[config.mk]
export PLATFORM = sky130hd
export DESIGN_NAME = branch_resolve_queue
export DESIGN_NICKNAME = d
export VERILOG_FILES = /design/src/rtl/brq_pkg.sv /design/src/rtl/brq_fifo.sv /design/src/rtl/branch_resolve_queue.sv
export SDC_FILE = /design/constraint.sdc
export NUM_CORES = 1
export LEC_CHECK = 0
export BUFFER_PORTS_ARGS = -buffer_cell sky130_fd_sc_hd__buf_4
export CAP_MARGIN = 20
export CORE_ASPECT_RATIO = 1.2
export CORE_MARGIN = 2
export CORE_UTILIZATION = 45
export CTS_CLUSTER_SIZE = 10
export DETAILED_ROUTE_END_ITERATION = 12
export GPL_TIMING_DRIVEN = 0
export PLACE_DENSITY = 0.7
export SYNTH_ARGS = -nofsm -noshare
export SYNTH_HDL_FRONTEND = slang
export SYNTH_SLANG_ARGS = --single-unit
[constraint.sdc]
create_clock -name CLK -period 13.5 [get_ports CLK]
set_clock_uncertainty 0.05 [all_clocks]
set_input_delay 2.025 -clock CLK [delete_from_list [all_inputs] [get_ports CLK]]
set_output_delay 2.025 -clock CLK [all_outputs]
set_load 0.05 [all_outputs]
[src/rtl/brq_pkg.sv]
// brq_pkg: shared types and constants for the branch resolve queue.
// The optional global-history checkpoint feature is enabled by defining
// BRQ_GHR_CHECKPOINT_EN; the default build has no history storage.
package brq_pkg;

    // Default width of the global history snapshot kept per branch
    localparam int BRQ_GHR_W = 12;

    // Address value meaning "no predictor update this cycle"
    localparam logic [31:0] ADDR_NONE = 32'h0;

    // One in-flight prediction (history snapshot is stored alongside when enabled)
    typedef struct packed {
        logic [31:0] addr;
        logic        pred_taken;
    } brq_entry_t;

endpackage

[src/rtl/brq_fifo.sv]
// brq_fifo: circular storage for in-flight branches. Head is the oldest entry,
// tail the next free slot; full/empty come from the occupancy count since the
// pointers alone cannot tell them apart. A flush discards every entry at once.
module brq_fifo #(
    parameter int DEPTH = 8,
    parameter int WIDTH = 33
) (
    input  logic                     CLK,
    input  logic                     RESET,
    input  logic                     flush,
    input  logic                     push,
    input  logic                     pop,
    input  logic [WIDTH-1:0]         wr_data,
    output logic [WIDTH-1:0]         head_data,
    output logic [$clog2(DEPTH):0]   occupancy,
    output logic                     full,
    output logic                     empty
);

    localparam int PTR_W = $clog2(DEPTH);

    logic [WIDTH-1:0] mem [DEPTH];
    logic [PTR_W-1:0] head_ptr;
    logic [PTR_W-1:0] tail_ptr;

    // Entry payload: written at the tail, never reset (validity is tracked by occupancy)
    always_ff @(posedge CLK) begin
        if (push && !flush) begin
            mem[tail_ptr] <= wr_data;
        end
    end

    // Pointers and occupancy; pointers wrap naturally because DEPTH is a power of two
    always_ff @(posedge CLK or negedge RESET) begin
        if (!RESET) begin
            head_ptr  <= '0;
            tail_ptr  <= '0;
            occupancy <= '0;
        end else if (flush) begin
            head_ptr  <= '0;
            tail_ptr  <= '0;
            occupancy <= '0;
        end else begin
            if (push) begin
                tail_ptr <= tail_ptr + 1'b1;
            end
            if (pop) begin
                head_ptr <= head_ptr + 1'b1;
            end
            case ({push, pop})
                2'b10:   occupancy <= occupancy + 1'b1;
                2'b01:   occupancy <= occupancy - 1'b1;
                default: occupancy <= occupancy;
            endcase
        end
    end

    assign head_data = mem[head_ptr];
    assign full      = (occupancy == (PTR_W + 1)'(DEPTH));
    assign empty     = (occupancy == '0);

endmodule

[src/rtl/branch_resolve_queue.sv]
// branch_resolve_queue: holds predicted conditional branches in program order
// until execute resolves them, drives the predictor update interface and the
// mispredict redirect. Define BRQ_GHR_CHECKPOINT_EN to store a global-history
// snapshot per branch and emit Repair_ghr on a mispredict.
module branch_resolve_queue
    import brq_pkg::*;
#(
    parameter int DEPTH = 8,
    parameter int GHR_W = BRQ_GHR_W
) (
    input  logic                     CLK,
    input  logic                     RESET,
    input  logic                     Flush,
    input  logic                     Pred_valid,
    input  logic [31:0]              Pred_addr,
    input  logic                     Pred_taken,
    output logic                     Pred_ready,
    input  logic                     Resolve_valid,
    input  logic [31:0]              Resolve_addr,
    input  logic                     Resolve_taken,
    output logic                     Branch_resolved,
    output logic [31:0]              Branch_resolved_addr,
    output logic                     Mispredict,
    output logic [31:0]              Mispredict_addr,
    output logic                     Resolve_error,
`ifdef BRQ_GHR_CHECKPOINT_EN
    input  logic [GHR_W-1:0]         Pred_ghr,
    output logic [GHR_W-1:0]         Repair_ghr,
`endif
    output logic [$clog2(DEPTH):0]   Occupancy
);

    localparam int BASE_W = $bits(brq_entry_t);
`ifdef BRQ_GHR_CHECKPOINT_EN
    localparam int GHR_STORE_W = GHR_W;
`else
    // History storage is absent in this build
    localparam int GHR_STORE_W = GHR_W * 0;
`endif
    localparam int ENTRY_W = BASE_W + GHR_STORE_W;

    brq_entry_t               new_entry;
    brq_entry_t               head_entry;
    logic [ENTRY_W-1:0]       wr_data;
    logic [ENTRY_W-1:0]       head_data;
    logic                     fifo_full;
    logic                     fifo_empty;
    logic                     fifo_flush;

    // Stage p0: compare resolve against the head and apply Flush > mispredict > normal
    logic hit_p0;
    logic addr_err_p0;
    logic mis_p0;
    logic pop_p0;
    logic push_p0;
    logic upd_p0;
    logic mis_out_p0;

    assign new_entry.addr       = Pred_addr;
    assign new_entry.pred_taken = Pred_taken;
    assign head_entry           = head_data[BASE_W-1:0];

`ifdef BRQ_GHR_CHECKPOINT_EN
    logic [GHR_W-1:0] head_ghr;
    assign wr_data  = {Pred_ghr, new_entry};
    assign head_ghr = head_data[ENTRY_W-1:BASE_W];
`else
    assign wr_data  = new_entry;
`endif

    assign hit_p0      = Resolve_valid && !fifo_empty && (Resolve_addr == head_entry.addr);
    assign addr_err_p0 = Resolve_valid && (fifo_empty || (Resolve_addr != head_entry.addr));
    assign mis_p0      = hit_p0 && (Resolve_taken != head_entry.pred_taken);
    // A mismatched resolve still retires the head, it just gives no update
    assign pop_p0      = Resolve_valid && !fifo_empty && !Flush;
    // Enqueue on a full queue is fine when the head leaves in the same cycle;
    // wrong-path enqueues behind a mispredict are discarded
    assign push_p0     = Pred_valid && (!fifo_full || pop_p0) && !Flush && !mis_p0;
    assign fifo_flush  = Flush || mis_p0;
    assign upd_p0      = hit_p0 && !Flush;
    assign mis_out_p0  = mis_p0 && !Flush;

    brq_fifo #(
        .DEPTH (DEPTH),
        .WIDTH (ENTRY_W)
    ) u_fifo (
        .CLK       (CLK),
        .RESET     (RESET),
        .flush     (fifo_flush),
        .push      (push_p0),
        .pop       (pop_p0),
        .wr_data   (wr_data),
        .head_data (head_data),
        .occupancy (Occupancy),
        .full      (fifo_full),
        .empty     (fifo_empty)
    );

    assign Pred_ready = !fifo_full;

    // Stage p1: registered predictor update, redirect pulse and sticky error
    always_ff @(posedge CLK or negedge RESET) begin
        if (!RESET) begin
            Branch_resolved      <= 1'b0;
            Branch_resolved_addr <= ADDR_NONE;
            Mispredict           <= 1'b0;
            Mispredict_addr      <= ADDR_NONE;
            Resolve_error        <= 1'b0;
        end else begin
            Branch_resolved      <= upd_p0 ? Resolve_taken : 1'b0;
            Branch_resolved_addr <= upd_p0 ? head_entry.addr : ADDR_NONE;
            Mispredict           <= mis_out_p0;
            Mispredict_addr      <= mis_out_p0 ? head_entry.addr : ADDR_NONE;
            if (addr_err_p0) begin
                Resolve_error <= 1'b1;
            end
        end
    end

`ifdef BRQ_GHR_CHECKPOINT_EN
    // Stage p1: history repair = snapshot shifted by the actual outcome
    always_ff @(posedge CLK or negedge RESET) begin
        if (!RESET) begin
            Repair_ghr <= '0;
        end else begin
            Repair_ghr <= mis_out_p0 ? {head_ghr[GHR_W-2:0], Resolve_taken} : '0;
        end
    end
`endif

endmodule

==> results.toml, run 1 <==
[status]
status = "complete, no violations"

[place]
dp_slack_ns = 7.82
port-buffer-count = 142
gp_congestion = 0.823
dp_hpwl_mm = 24.4

[yosys]
synth_area_mm2 = 0.0137
ys_types = 49
synth-seq-area-share_pct = 71.9
synthesis.nets = 941
async_flop_share_pct = 22.6
synth.avg_cell_area_um2 = 15.8
syn_inst = 865
ys_warn_count = 0
synth-main-ff-cell = "edfxtp_1"
ys_seq_elements = 341
synth_edf_count = 264

[timing]
fin_crit_sh_pct = 39.7
max_slew.worst_pin.slew_ns = 1.03
setup_viol = 0
fmax_mhz = 187
drv_slew = 0
slew_headroom_pct = 31.3
rsz0062_at_grt = "no"
setup_ws_ns = 8.15
period_minus_slack_ns = 5.35
finalHoldViolCount = 0
tns_ns = 0

[routing]
wl_per_cell_um = 23.4
vias_per_cell = 5.60
num_vias = 8473
routed_wl_mm = 35.4
drtAntennaViolNets = 0
drt_pre_antenna_iters = 7
drtIter0Drc = 781
drc = 0

[layout]
antenna_cells = 0
fin_nets = 1163
syn2layout_area_growth_pct = 22.7
drive_above_1_share_pct = 35.4

[clocking]
numCtsBuffers = 40
cts_tree = "built"
cts_buffer_depth = 3
ctsResizeCount = 0
root_buffer = "clkbuf_16"
cts.sinks = 341
htree_levels = 2
clk_pin_slew_worst_paths_ns = 0.06
cts_hold_buf = 0
post_cts_buffers = 0
clk_latency_ns = 0.52

[critical_path]
crit_fanout = 10
slowest_stage = "nor4_1"
path_cells = "buf_2 -> nand2b_1 -> buf_1 -> o22ai_1 -> o21ai_0 -> nand4_1 -> nor4_1 -> nand4_2 -> nor3_1 -> o211a_1 -> ha_1 -> a21o_1 -> a21oi_1 -> inv_1 -> a211oi_1 -> a41oi_1 -> nand3_1"
critical_path.max_stage_delay_ns = 0.67
rrSetupSlack_ns = 8.15
arrival_ns = 5.76
crit_path_start_kind = "register"
end_kind = "register"
critPathKind = "reg -> reg"
worstPathRequired_ns = 13.91

[job]
drv_cap = 0

[die]
dieArea_mm2 = 0.0319
fp.dieW_um = 163
num_rows = 70
core_area_mm2 = 0.0302
initial_core_util_pct = 45.3
io_pins = 143
die_height_um = 195

[global_routing]
grt_pass1_vias = 8624
antenna_found_initial = 0
grt_max_degree = 78
overflow = 0
grt_pass1_wl_mm = 52.7
gr-usage-all-layers_pct = 22.5

[power_and_ir_drop]
vdd_drop_max_uv = 94.6
power.density_mw_per_mm2 = 160
leakage_nw = 6.29
total_power_mw = 2.70

[hold_path]
worstHoldPathType = "reg -> reg"
==> synthesized netlist by cell type, types with 6 or more instances <==
cell / number / share of area [%]
dfrtp_1: 77 / 14
nand4_1: 11 / 0.50
o22ai_1: 49 / 2.2
nand3b_1: 6 / 0.33
buf_6: 10 / 0.82
nand3_1: 6 / 0.22
mux2i_1: 38 / 2.8
mux2_2: 92 / 7.6
buf_2: 14 / 0.51
o21ai_0: 34 / 1.2
a22oi_1: 12 / 0.66
nor3_1: 36 / 1.3
or3_1: 22 / 1.0
edfxtp_1: 264 / 58
nand2_1: 18 / 0.49
clkbuf_1: 12 / 0.33
nor4_1: 7 / 0.32
a21oi_1: 6 / 0.22
nor3_2: 10 / 0.73
nor2_1: 46 / 1.3
or2_2: 26 / 1.2
==> worst max-delay path, delay by kind of cell (launching register included) <==
kind,cells,cell delay (ns)
compound gates,7,1.48
fa+ha+maj,1,0.24
buf+inv,3,0.91
flops,1,0.41
simple gates,6,2.18
==> routing by layer <==
| layer | routed length, um | track usage (%) | vias up |
|---|---|---|---|
| met5 | 0 | 0 | - |
| met4 | 918 | 6.82 | 0 |
| met3 | 2430 | 4.18 | 65 |
| met2 | 17200 | 37.3 | 347 |
| met1 | 14800 | 30.1 | 4276 |
| li1 | - | - | 3785 |
==> logic make-up after synthesis <==
kind of cell,after synthesis,synth area share [%]
fa+ha+maj,5,0.511
buf+inv,49,2.13
flops,341,71.9
mux,132,10.7
xor+xnor,6,0.384
simple gates,213,8.81
compound gates,119,5.57
==> placed cells by master, fill, tap and decap left out, types with 14 or more instances in the layout <==
cell,count
o22ai_1,49
edfxtp_1,264
nor2_1,44
buf_2,14
mux2i_1,38
or3_1,22
buf_4,173
clkbuf_16,41
or2_2,26
nand2_1,18
mux2_2,92
clkbuf_1,41
dfrtp_1,77
o21ai_0,34
buf_6,17
nor3_1,36
==> sequential cells by signal, summed over array words and instances, names as in the netlist <==
register,count
u_fifo.occupancy,4
u_fifo.head_ptr,3
u_fifo.tail_ptr,3
Mispredict_addr,32
Branch_resolved,1
u_fifo.mem,264
Mispredict,1
Branch_resolved_addr,32
Resolve_error,1
==> final cells by class <==
type,count,area [um^2]
tap,396,495
inverter,5,18.8
sequential,341,9850
clock inverter,1,8.76
clock buffer,70,1130
buffer,44,273
timing repair buffer,180,1420
fill,2452,13400
multi-input combinational,475,3610
==> metrics by stage <==
step                      area, um^2  util [%]  instances  hold slack (ns)
after detailed placement       15700      51.8       1440            0.407
after global routing           16800      55.6       1512            0.464
after global placement         15300      50.5       1403            0.403
after CTS                      16800      55.6       1511            0.448
after floorplan                13700         -        865            0.553
final                          16800      55.6       1512            0.435
==> path summary, 6_finish.rpt <==
kind	from	to	cells after the start
min in group asynchronous	RESET	Branch_resolved	1
worst max register to register	u_fifo.head_ptr[0]	u_fifo.occupancy[3]	17
worst min register to register	Resolve_error	Resolve_error	1
worst min-delay path	Resolve_error	Resolve_error	1
worst max-delay path	u_fifo.head_ptr[0]	u_fifo.occupancy[3]	17
max in group asynchronous	RESET	Branch_resolved_addr[30]	2
==> power by group <==
part           leakage, nW  internal, mW  switching [mW]
Clock                0.544         0.566           0.389
Sequential            3.45          1.16          0.0161
Combinational         2.30         0.216           0.350
No activity file was read; power rests on OpenSTA's default activity.
==> run 2: changes to the inputs <==
--- a/config.mk
+++ b/config.mk
@@ -5,6 +5,7 @@
 export SDC_FILE = /design/constraint.sdc
 export NUM_CORES = 1
 export LEC_CHECK = 0
+export ABC_AREA = 1
 export BUFFER_PORTS_ARGS = -buffer_cell sky130_fd_sc_hd__buf_4
 export CAP_MARGIN = 20
 export CORE_ASPECT_RATIO = 1.2
==> constraint.sdc (replaced) <==
create_clock -name CLK -period 5.45 [get_ports CLK]
set_clock_uncertainty 0.05 [all_clocks]
set_input_delay 0.8175 -clock CLK [delete_from_list [all_inputs] [get_ports CLK]]
set_output_delay 0.8175 -clock CLK [all_outputs]
set_load 0.05 [all_outputs]
==> run 2 against run 1 <==
Net effect:
- power increased by 140%
- combinational power increased by 100%
- via count increased by 24%
- worst setup slack got worse by 7.2 ns
- sequential power increased by 140%
- non-clock buffer count decreased by 18
- synthesized area increased by 4.0%
- hold slack got worse by 0.055 ns
- cell count increased by 32%
- fmax increased by 18%
- clock power increased by 150%
- sequential share of layout area decreased by 1.3 points
- critical endpoint unchanged
- largest cell class unchanged
- largest power group unchanged
==> results.toml, run 2 <==
[timing]
whs_ns = 0.380
fin_crit_sh_pct = 83.0
max_slew.worst_pin.slew_ns = 0.946
finalHoldViolCount = 0
drv_slew = 0
slew_headroom_pct = 36.9
period_minus_slack_ns = 4.53
rsz0062_at_grt = "no"
setup_viol = 0
fmax_mhz = 221

[clocking]
post_cts_buffers = 0
ctsResizeCount = 0
clk_pin_slew_worst_paths_ns = 0.06
root_buffer = "clkbuf_16"
cts_hold_buf = 0
htree_levels = 2
cts_tree = "built"
numCtsBuffers = 40
cts.sinks = 341
clk_latency_ns = 0.54
cts_buffer_depth = 3

[die]
fp.dieW_um = 166
dieArea_mm2 = 0.0331
num_rows = 71
die_height_um = 199
io_pins = 143
initial_core_util_pct = 45.6
core_area_mm2 = 0.0313

[routing]
vias_per_cell = 5.26
drt_pre_antenna_iters = 7
num_vias = 10487
drtAntennaViolNets = 0
routed_wl_mm = 39.3
wl_per_cell_um = 19.7
drtIter0Drc = 1022
drc = 0

[critical_path]
end_kind = "register"
arrival_ns = 4.89
worstPathRequired_ns = 5.81
critPathKind = "reg -> reg"
crit_path_start_kind = "register"
crit_fanout = 10

[yosys]
synthesis.nets = 1454
synth_commonest_cells = "334 x nand2_1, 264 x edfxtp_1, 199 x nor2_1"
synth_top_area_cell = "edfxtp_1"
ys_seq_elements = 341
yosys-top-cells-area = "edfxtp_1 56%, dfrtp_1 14%, nand2_1 8.8%"
synth_top_area_share_pct = 55.6
synth.most_common_cell = "nand2_1"
async_flop_share_pct = 22.6
syn_inst = 1378
ys_types = 25
synth_area_mm2 = 0.0143
synth_edf_count = 264
synth.avg_cell_area_um2 = 10.3
synth-main-ff-cell = "edfxtp_1"
synth-seq-area-share_pct = 69.1
ys_warn_count = 0

[place]
gp_congestion = 0.820
place_area_mm2 = 0.0160
dp_cells = 1929
port-buffer-count = 142
dp_hpwl_mm = 25.7

[layout]
fin_nets = 1646
layout_common_cells = "334 x nand2_1, 264 x edfxtp_1, 198 x inv_1"
regMostFlops = "u_fifo.mem"
final_common_cell = "nand2_1"
antenna_cells = 0
syn2layout_area_growth_pct = 20.6
top_regs = "u_fifo.mem (264), Branch_resolved_addr (32), Mispredict_addr (32)"
largest_reg_flops = 264
fin_cells = 1995
finalInstanceArea_mm2 = 0.0172
drive_above_1_share_pct = 15.7

[power_and_ir_drop]
power_frac_clock_pct = 37.2
power.density_mw_per_mm2 = 373
sw_frac_of_total_pct = 29.0
pwr-share-seq_pct = 44.8
vdd_drop_max_uv = 219
p_sw_mw = 1.86
p_int_mw = 4.55
combPwrFrac_pct = 18.0
leakage_nw = 7.77

[job]
drv_cap = 0

[hold_path]
worstHoldPathType = "in -> async"

[global_routing]
gr-usage-all-layers_pct = 23.3
grt_pass1_vias = 10076
antenna_found_initial = 2
grt_max_degree = 78
overflow = 0
grt_pass1_wl_mm = 57.8

[status]
status = "complete, no violations"
-- run 2: logic make-up after synthesis --
logic type | share of synthesized area (%)
flops | 69.1
simple gates | 20.7
buf+inv | 7.44
fa+ha+maj | 0.492
compound gates | 1.98
xor+xnor | 0.246
-- run 2: metal layers --
layer | part of all wire (%) | track usage [%]
met2 | 48 | 39.0
met3 | 10 | 3.98
met1 | 38 | 29.9
met5 | 0.033 | 0
met4 | 4.0 | 10.6
-- run 2: power groups by stage --
stage	clock (mW)	combinational (mW)	sequential, mW
2_1_floorplan	0	0.651	2.94
3_3_place_gp	0	1.09	2.92
3_5_place_dp	0	1.12	2.92
4_1_cts	2.39	1.13	2.87
5_1_grt	2.48	1.25	2.87
6_report	2.38	1.15	2.87
-- run 2: worst max-delay path: stages (launching register included) --
cell and delay (ns):
dfrtp_1 0.35, buf_2 0.23, inv_1 0.20, clkbuf_1 0.64
nand3_1 0.23, nand2_1 0.16, nand2_1 0.06, nand2_1 0.15
nand2_1 0.08, nor2_1 0.14, nand2_1 0.08, nor2_1 0.39
nand3_1 0.26, nand2_2 0.17, nand2_2 0.12, inv_1 0.15
ha_1 0.28, a21oi_1 0.13, nand2_1 0.07, xor2_1 0.17
nand3_1 0.09, nand2_1 0.09, inv_1 0.04, nand2_1 0.04
nand2_1 0.04
-- run 2: final timing paths --
check	startpoint	end	slack, ns	cells past startpoint
hold / removal	RESET	Branch_resolved_addr[1]	0.38	1
max in group asynchronous	RESET	Branch_resolved_addr[11]	4.34	1
min in group CLK	Resolve_error	Resolve_error	0.41	1
setup reg to reg	u_fifo.head_ptr[2]	u_fifo.occupancy[3]	0.92	24
hold reg to reg	Resolve_error	Resolve_error	0.41	1
setup / recovery	u_fifo.head_ptr[2]	u_fifo.occupancy[3]	0.92	24
-- run 2: per-stage QoR --
| step | util (%) | setup WS (ns) | total power [mW] | TNS, ns |
|---|---|---|---|---|
| floorplan | - | 1.71 | 3.59 | 0 |
| global placement | 50.6 | -0.785 | 4.01 | -183.77 |
| detailed placement | 51.3 | 1.06 | 4.04 | 0 |
| CTS | 55.0 | 1.02 | 6.39 | 0 |
| global route | 55.0 | 0.719 | 6.60 | 0 |
| finish | 55.0 | 0.924 | 6.41 | 0 |
-- run 2: final cells by class --
cell class                 count  area [um^2]
buffer                        56          303
clock buffer                  63         1110
clock inverter                 3         26.3
fill                        2573        14100
inverter                     202          758
multi-input combinational    779         3400
sequential                   341         9850
tap                          401          502
timing repair buffer         150         1230
==> run 3: changes to the inputs <==
==> constraint.sdc (replaced) <==
create_clock -name CLK -period 4.2 [get_ports CLK]
set_clock_uncertainty 0.05 [all_clocks]
set_input_delay 0.63 -clock CLK [delete_from_list [all_inputs] [get_ports CLK]]
set_output_delay 0.63 -clock CLK [all_outputs]
set_load 0.05 [all_outputs]
==> run 3 against run 2 <==
Net effect:
- worst setup slack worse by 0.74 ns
- power is 30% higher
- sequential power is 30% higher
- critical path type unchanged
- critical endpoint is now u_fifo.mem[1][2]
==> results.toml, run 3 (synthesis gave the netlist of run 2 again) <==
[power_and_ir_drop]
leakage_nw = 7.83
power_frac_clock_pct = 37.1
sw_frac_of_total_pct = 28.9
vdd_drop_max_uv = 282
combPwrFrac_pct = 18.1
power.density_mw_per_mm2 = 481
p_sw_mw = 2.41
pwr-share-seq_pct = 44.7
p_int_mw = 5.91

[clocking]
numCtsBuffers = 40
htree_levels = 2
root_buffer = "clkbuf_16"
clk_pin_slew_worst_paths_ns = 0.06
cts_tree = "built"
cts.sinks = 341
clk_latency_ns = 0.53
cts_hold_buf = 0
cts_buffer_depth = 3

[routing]
drtIter0Drc = 1135
drtAntennaViolNets = 0
num_vias = 10429
wl_per_cell_um = 19.6
vias_per_cell = 5.22
drc = 0
drt_pre_antenna_iters = 5
routed_wl_mm = 39.2

[layout]
regMostFlops = "u_fifo.mem"
antenna_cells = 0
fin_nets = 1649
layout_common_cells = "333 x nand2_1, 264 x edfxtp_1, 198 x inv_1"
syn2layout_area_growth_pct = 21.3
largest_reg_flops = 264
final_common_cell = "nand2_1"
drive_above_1_share_pct = 16.7
top_regs = "u_fifo.mem (264), Branch_resolved_addr (32), Mispredict_addr (32)"
n_fill_cell = 2569

[global_routing]
grt_pass1_vias = 10063
gr-usage-all-layers_pct = 23.3
overflow = 0
grt_pass1_wl_mm = 57.7
grt_max_degree = 78
antenna_found_initial = 2

[critical_path]
end_kind = "register"
crit_fanout = 22
worstPathRequired_ns = 4.36
crit_path_start_kind = "register"
arrival_ns = 4.17
critPathKind = "reg -> reg"
rrSetupSlack_ns = 0.18

[die]
initial_core_util_pct = 45.6
num_rows = 71
dieArea_mm2 = 0.0331
die_height_um = 199
fp.dieW_um = 166
core_area_mm2 = 0.0313
io_pins = 143

[timing]
rsz0062_at_grt = "yes"
drv_slew = 0
setup_ws_ns = 0.185
whs_ns = 0.189
period_minus_slack_ns = 4.02
slew_headroom_pct = 36.4
fmax_mhz = 249
fin_crit_sh_pct = 95.6
setup_viol = 0
finalHoldViolCount = 0
tns_ns = 0
max_slew.worst_pin.slew_ns = 0.953

[job]
drv_cap = 0

[place]
dp_hpwl_mm = 25.7
port-buffer-count = 142
gp_congestion = 0.820
dp_slack_ns = -0.186

[status]
status = "complete, no violations"

[hold_path]
worstHoldPathType = "in -> async"
run 3: worst paths after layout:
path / startpoint / endpoint / depth (start not counted)
setup / recovery: u_fifo.head_ptr[0] / u_fifo.mem[1][2] / 18
hold / removal: RESET / Branch_resolved_addr[1] / 1
setup reg to reg: u_fifo.head_ptr[0] / u_fifo.mem[1][2] / 18
hold reg to reg: Resolve_error / Resolve_error / 1
max in group asynchronous: RESET / Branch_resolved_addr[17] / 1
min in group CLK: Pred_addr[15] / u_fifo.mem[1][16] / 1
run 3: through the flow:
step | utilization [%] | cell area [um^2] | power, mW | instances
finish | 55.3 | 17300 | 8.32 | 1998
floorplan | - | 14300 | 4.66 | 1378
global placement | 50.6 | 15800 | 5.21 | 1921
detailed placement | 51.3 | 16000 | 5.25 | 1929
CTS | 55.0 | 17200 | 8.29 | 1995
global route | 55.3 | 17300 | 8.58 | 1998
run 3: repair_timing:
item | 4_1_cts | 5_1_grt
setup buffers | 0 | 3
gates cloned | 0 | 0
setup endpoints to repair | 43 | 108
gates resized for setup | 5 | 20
pin swaps | 0 | 3
run 3: layer usage:
metal / GRT usage, % / part of all wire [%] / up-vias / routed length, um
li1: - / - / 4825 / -
met1: 29.8 / 38 / 4890 / 15000
met2: 39.2 / 48 / 599 / 18800
met3: 4.04 / 10 / 113 / 3970
met4: 10.2 / 3.6 / 2 / 1420
met5: 0 / 0.033 / - / 13
run 3: area by class of cell:
type / instances / area (um^2) / share of cell area (%)
clock inverter: 3 / 26.3 / 0.152
inverter: 202 / 758 / 4.38
tap: 401 / 502 / 2.90
timing repair buffer: 153 / 1290 / 7.48
buffer: 56 / 337 / 1.95
multi-input combinational: 779 / 3410 / 19.7
sequential: 341 / 9850 / 57.0
clock buffer: 63 / 1110 / 6.41
run 3: critical path, stage by stage (launching register included):
cell and delay [ns]:
dfrtp_1 0.45, inv_2 0.10, buf_6 0.13, clkbuf_1 0.49
nand2_1 0.13, nand3_1 0.11, nand3_1 0.11, nand2_1 0.21
nand2_1 0.07, nand3_1 0.14, nor2_1 0.07, nand2_1 0.10
nor2_4 0.07, nand3_1 0.14, nand2_2 0.11, inv_1 0.12
nand2_1 0.24, nor2_4 0.55, buf_12 0.29
run 3: power groups by stage:
| stage | combinational (mW) | clock (mW) | sequential [mW] |
|---|---|---|---|
| finish | 1.51 | 3.09 | 3.72 |
| global route | 1.63 | 3.22 | 3.73 |
| CTS | 1.47 | 3.10 | 3.72 |
| detailed placement | 1.46 | 0 | 3.79 |
| global placement | 1.42 | 0 | 3.79 |
| floorplan | 0.845 | 0 | 3.81 |
